--- src/rtl/logic_unit_cc.sv ---
// logic_unit_cc: registered bitwise logic unit for the Execute stage.
// One of AND / XOR / OR / ANDN on two WIDTH-bit operands, a single output
// register with valid/ready backpressure, result flags, an architectural
// condition-code register updated on request, and a wrapping count of
// consumed results.

// Per-bit slice of the logic function. There is no carry, so every bit is
// independent and the datapath is just an array of these slices.
module logic_unit_cc_lane (
    input  logic [1:0] op,
    input  logic       a,
    input  logic       b,
    output logic       f
);

    // Select the bitwise operation for this bit position
    always_comb begin
        f = 1'b0;
        case (op)
            2'd0:    f = a & b;
            2'd1:    f = a ^ b;
            2'd2:    f = a | b;
            default: f = a & ~b;
        endcase
    end

endmodule

module logic_unit_cc #(
    parameter int WIDTH = 64,
    parameter int CNT_W = 16
) (
    input  logic             clk,
    input  logic             rst,
    input  logic             in_valid,
    output logic             in_ready,
    input  logic [WIDTH-1:0] a,
    input  logic [WIDTH-1:0] b,
    input  logic [1:0]       op,
    input  logic             set_cc,
    output logic             out_valid,
    input  logic             out_ready,
    output logic [WIDTH-1:0] result,
    output logic [2:0]       res_flags,
    output logic [2:0]       cc,
    output logic [CNT_W-1:0] op_count
);

    // Flag bit positions, shared by res_flags and cc
    localparam int ZF = 0;
    localparam int SF = 1;
    localparam int OF = 2;

    // Reset value of cc: ZF set, consistent with the zero reset result
    localparam logic [2:0] CC_RESET = 3'b001;

    typedef struct packed {
        logic [WIDTH-1:0] a;
        logic [WIDTH-1:0] b;
        logic [1:0]       op;
        logic             set_cc;
    } req_t;

    req_t             req;
    logic [WIDTH-1:0] f;
    logic [2:0]       f_flags;
    logic             fire_in;
    logic             fire_out;

    assign req = '{a: a, b: b, op: op, set_cc: set_cc};

    // Bit-sliced datapath
    for (genvar i = 0; i < WIDTH; i++) begin : g_lane
        logic_unit_cc_lane u_lane (
            .op (req.op),
            .a  (req.a[i]),
            .b  (req.b[i]),
            .f  (f[i])
        );
    end

    // Flags of the value about to be loaded. OF is reserved (always 0) so the
    // cc layout matches the arithmetic unit's.
    always_comb begin
        f_flags     = 3'b000;
        f_flags[ZF] = ~|f;
        f_flags[SF] = f[WIDTH-1];
        f_flags[OF] = 1'b0;
    end

    // Accept when the register is empty or is being drained this cycle;
    // deliberately independent of in_valid.
    assign in_ready = !out_valid || out_ready;
    assign fire_in  = in_valid && in_ready;
    assign fire_out = out_valid && out_ready;

    // Output register, condition codes and consume counter
    always_ff @(posedge clk) begin
        if (rst) begin
            out_valid <= 1'b0;
            result    <= '0;
            res_flags <= 3'b000;
            cc        <= CC_RESET;
            op_count  <= '0;
        end else begin
            if (fire_in) begin
                result    <= f;
                res_flags <= f_flags;
                out_valid <= 1'b1;
                if (req.set_cc) cc <= f_flags;
            end else if (fire_out) begin
                out_valid <= 1'b0;
            end
            if (fire_out) op_count <= op_count + CNT_W'(1);
        end
    end

endmodule

--- config.mk ---
export PLATFORM = sky130hd
export DESIGN_NAME = logic_unit_cc
export DESIGN_NICKNAME = d
export VERILOG_FILES = /design/src/rtl/logic_unit_cc.sv
export SDC_FILE = /design/constraint.sdc
export NUM_CORES = 1
export LEC_CHECK = 0
export CAP_MARGIN = 40
export CORE_UTILIZATION = 49
export CTS_BUF_LIST = sky130_fd_sc_hd__clkbuf_8
export CTS_CLUSTER_DIAMETER = 150
export CTS_CLUSTER_SIZE = 12
export DETAILED_ROUTE_END_ITERATION = 10
export GPL_TIMING_DRIVEN = 0
export PLACE_DENSITY_LB_ADDON = 0.15
export SYNTH_ARGS = -nofsm -noshare
export SYNTH_HDL_FRONTEND = slang
export SYNTH_SLANG_ARGS = --single-unit
--- constraint.sdc ---
create_clock -name clk -period 3.6 [get_ports clk]
set_clock_uncertainty 0.2 [all_clocks]
set_input_delay 0.72 -clock clk [delete_from_list [all_inputs] [get_ports clk]]
set_output_delay 0.72 -clock clk [all_outputs]
set_load 0.05 [all_outputs]
* After elaboration in Yosys (flattened, before gate mapping) *
Cells that the tools add are included.
Widths: inputs -> output; s select.

word-level totals
  logic and storage cells = 403
  bits of input ports = 135
  flip-flop bits (word level) = 85
  output and inout port bits = 88

operators by class
  eq/ne operators = 2
  $add $sub $neg = 1
  mux-type cells = 66
  bitwise operators = 320
  reductions and logical operators = 9

operators with widths
  kind                   number
  $pmux 1 s3             64
  $and 1x1->1            128
  $not 1->1              64
  $or 1x1->1             64
  $reduce_or 64->1       1
  $xor 1x1->1            64
  $add 16x1->16 const B  1
  $eq 2x1->1 const B     1
  $eq 2x2->1 const B     1
  $logic_and 1x1->1      2
  $logic_not 1->1        2
  $logic_not 2->1        1
  $mux 1                 2
  $reduce_and 2->1       1
  $reduce_bool 2->1      1
  $logic_or 1x1->1       1

* Longest topological paths before layout *
  depth after elaboration = 5
  gate-level depth with buffers = 14
  mapped depth without buffers = 9

* Modules after synthesis *
Synthesis repeated with hierarchy kept, for this count alone.

second synthesis, totals
  cell total of the unflattened synthesis = 1231
  area, all modules = 9524.1 um^2

modules (own cells, without submodules)
  module              area each (um^2)  seq. area each (um^2)  cells each  instances
  logic_unit_cc_lane  98.8              0.0                    13          64
  logic_unit_cc       3198.1            1681.6                 399         1

* Worst setup path after synthesis *
OpenSTA, ideal clock, no wires.

  kind = in2reg
  start = input op[0]
  end = register res_flags[0]
  buffers on the path = 2
  setup time = 87 ps
  path slack = 332 ps
  data arrival time = 2981 ps
  stages = 11
  required time = 3313 ps
  path through = inv_1 ha_1 inv_2 buf_2 buf_2 a21oi_1 a31oi_1 inv_1 or4_1 or4_1 o31ai_1

on the way
  cells in the longest elaborated chain, start to end = 4
  elaborated cells on any way between the ends = 69
  those cells by class = eq/ne: 2; mux: 64; reduce/logical: 3

ends and longest elaborated chain
  element                             RTL line  source
  from (decl)                         39        input logic [1:0] op,
  $eq 2x2->1 (tied with other cells)  19        case (op)
  $pmux 1 s3                          19
  $reduce_or 64->1 (*)                86        f_flags[ZF] = ~|f;
  $logic_not 1->1 (*)                 86
  to (signal assigned)                108       res_flags <= f_flags;
  to (decl)                           44        output logic [2:0] res_flags,

Mark *: on every way between the ends. The rest lies on a longest branch, timed or not.
A chain may end at the register's enable or synchronous reset.

* Worst setup path after layout *
  start = input a[58]
  end = register cc[0]

on the way
  cells in the longest elaborated chain, start to end = 4
  elaborated cells on any way between the ends = 7
  those cells by class = mux: 1; bitwise: 4; reduce/logical: 2

ends and longest elaborated chain
  element                              RTL line  source
  from (decl)                          37        input logic [WIDTH-1:0] a,
  $and 1x1->1 (tied with other cells)  23        default: f = a & ~b;
  $pmux 1 s3 (*)                       19
  $reduce_or 64->1 (*)                 86
  $logic_not 1->1 (*)                  86
  to (signal assigned)                 110       if (req.set_cc) cc <= f_flags;
  to (decl)                            45        output logic [2:0] cc,

Marks and branches as above.

==> reports/qor.csv <==
stage;metric;value;unit
outcome;outcome;finished, final reports clean;
layout;layout.nets;1411;
logic_synthesis;muxShareOfSynthArea;0.309;%
cts;htreeDepth;3;
routing;finalWirelength;23100;um
floorplan;pin_count;223;
global_route;first_global_vias;6916;
power;vdd_drop_max;213;uV
setup_path;crit_path_end_kind;flop;
global_route;grt_pass1_wl;35600;um
logic_synthesis;synthCells;961;
sta;post-route-period-util;97.6;%
routing;drc;0;
sta;clock.fmax;0.285;GHz
logic_synthesis;synth_compound_area_share;19.3;%
routing;postRouteAntennaNets;0;
layout;stdcell_count;1389;
floorplan;row_count;42;
floorplan;die_y;121;um
logic_synthesis;synthXorXnorAreaFrac;9.67;%
cts;cts_hold_buf;0;
logic_synthesis;avgSynthCellArea;7.16;um2
power;combPwrFrac;44.7;%
routing;drtPass1Iterations;5;
setup_path;critPathKind;input port to flop;
power;p_clk_share;21.4;%
cts;cts.clk_slew.worst_paths;90;ps
global_route;grt_max_degree;16;
layout;fin_area;9970;um2
power;leakage;4.24;nW
global_route;grt_usage;31.3;%
logic_synthesis;synth_common_cells;137 x inv_1, 100 x nor2_1, 93 x nand2_1;
power;powerDensity;305;nW/um2
sta;hold_violations;0;
power;finalPower;0.00304;W
sta;timing.final.crit_period;3510;ps
routing;drt_iter0_drc;709;
routing;route.met2.wl;10600;um
routing;wl_met1;9920;um
sta;maxSlewViolCount;0;
routing;wl_met3;2150;um
logic_synthesis;synth_top_area_share;24.4;%
logic_synthesis;synth_edf_count;0;
setup_path;cp_max_fo;2;
logic_synthesis;synth_seq_area_share;24.4;%
layout;finish.utilization;74.1;%
logic_synthesis;ys_ff_latch;84;
logic_synthesis;synth_top_family_by_area;simple AND/OR/NAND/NOR gates;
logic_synthesis;synth-adder-area-share;12.4;%
cts;clock_sinks;84;
cts;clk_latency;360;ps
routing;vias;7675;
placement;gp_congestion;0.885;
floorplan;initial_core_util;51.2;%
logic_synthesis;ys_types;52;
power;p_switching;0.00121;W
logic_synthesis;syn_area;6890;um2
cts;tritoncts;yes;
setup_path;crit_path_start_kind;input port;
sta;slew_headroom;56.5;%
logic_synthesis;ys.flop_type;dfxtp_1;
layout;antenna_cells;0;
floorplan;dieWidth;121;um
placement;io_buffers;220;
placement;dp_cells;1358;
layout;area_growth;44.8;%
floorplan;core_area;13500;um2
cts;cts_made_buffers;9;
placement;hpwl;17900;um
sta;worst_pin_slew;653;ps
logic_synthesis;yosys_warnings;0;
sta;finalSetupViolCount;0;
routing;wire_per_inst;16.6;um
power;switching_share;39.8;%
global_route;antenna_found_initial;0;
power;pwr-share-seq;33.9;%
cts;cts_root_buf;clkbuf_8;
logic_synthesis;synthArstFlopShare;0;%
logic_synthesis;yosys.area_share.simple;21.6;%
routing;drt-vias-per-instance;5.53;
logic_synthesis;synth.most_common_cell;inv_1;
power;internal-power;0.00183;W
placement;dpl-instance-area;9310;um2
routing;routed.top_layer;met4;
layout;drive_gt1_share;9.56;%
run;drv_cap;0;
sta;rsz0062_at_grt;false;
worst_hold_path;hold_class;flop to flop;
setup_path;cp.arrival;3610;ps
cts;cts.path.max_buffers;2;
floorplan;design.die.area;14500;um2
global_route;grt_overflow;0;
logic_synthesis;synth_top_area_cell;dfxtp_1;
setup_path;crit_required;3700;ps
logic_synthesis;synth.area.top_cells;dfxtp_1 24%, ha_1 12%, xnor2_1 7.5%;
-- sequential cells by signal, summed over array words and instances (netlist names) --
| signal | cells |
|---|---|
| result | 64 |
| op_count | 16 |
| cc | 2 |
| out_valid | 1 |
| res_flags | 1 |
-- final timing paths --
path | from | to | slack (ps) | depth (start not counted)
hold reg to reg | result[45] | result[45] | 270 | 2
hold / removal | result[45] | result[45] | 270 | 2
setup reg to reg | out_valid | result[13] | 1510 | 6
setup / recovery | a[58] | cc[0] | 90 | 9
-- stage by stage --
stage | worst slack, ps | hold WS (ps) | TNS (ps)
after CTS | 0.0770 | 266 | 0
final | 85.2 | 266 | 0
after global placement | -890 | 243 | -11620
after floorplan | 332 | 475 | 0
after global routing | 51.8 | 302 | 0
after detailed placement | -890 | 254 | -13150
-- layout by cell type (no fill, tap or decap), drive strengths merged, types with 5 or more instances in the layout --
master,count
or4,7
clkdlybuf4s50,218
nand4,19
ha,68
o21ai,27
a221oi,5
buf,48
a21oi,73
a211oi,42
nand2,93
nand2b,37
nand3,7
nor2,100
a2bb2oi,6
a31o,9
xor2,17
a31oi,28
dfxtp,84
inv,140
nor3,31
xnor2,59
clkbuf,41
-- layout make-up --
cell class	count	area, um2
tap	176	220
fill	1063	3480
buffer	63	399
timing repair buffer	236	2330
multi-input combinational	676	4640
clock inverter	6	47.5
clock buffer	10	138
sequential	84	1680
inverter	138	518
-- logic make-up (layout without fill, tap and decap cells) --
logic type	count (synthesis)	in the layout
other	1	2
buffers and inverters	202	453
multiplexers	2	2
adder cells (fa/ha/maj)	68	68
flip-flops	84	84
AND/OR/NAND/NOR	318	318
XOR/XNOR	76	76
AO/OA/AOI/OAI	210	210
-- layer usage --
layer	vias up	track usage, %
met5	-	0
met4	0	9.26
met3	37	5.24
met2	374	50.0
met1	3543	43.1
li1	3721	-
-- timing repair --
action / CTS / global route
gates resized for setup: 58 / 34
buffers inserted: 8 / 8
pin swaps: 2 / 8
endpoints found under the setup margin: 21 / 12
-- critical path, stage by stage --
cell and delay [ps]:
clkdlybuf4s50_1 490, inv_1 50, ha_1 320, a221oi_4 340, a21oi_2 100, or4b_1 540, or4_1 410, or4_4 510
o21ai_2 120
-- power by group through the flow --
stage / Sequential, W / Combinational (W) / Clock (W)
final: 0.00103 / 0.00136 / 0.000650
after global routing: 0.00104 / 0.00145 / 0.000698
after CTS: 0.00103 / 0.00131 / 0.000654
after detailed placement: 0.00105 / 0.00123 / 0
after global placement: 0.00105 / 0.00121 / 0
after floorplan: 0.00125 / 0.000545 / 0
No activity file was read; power rests on OpenSTA's default activity.
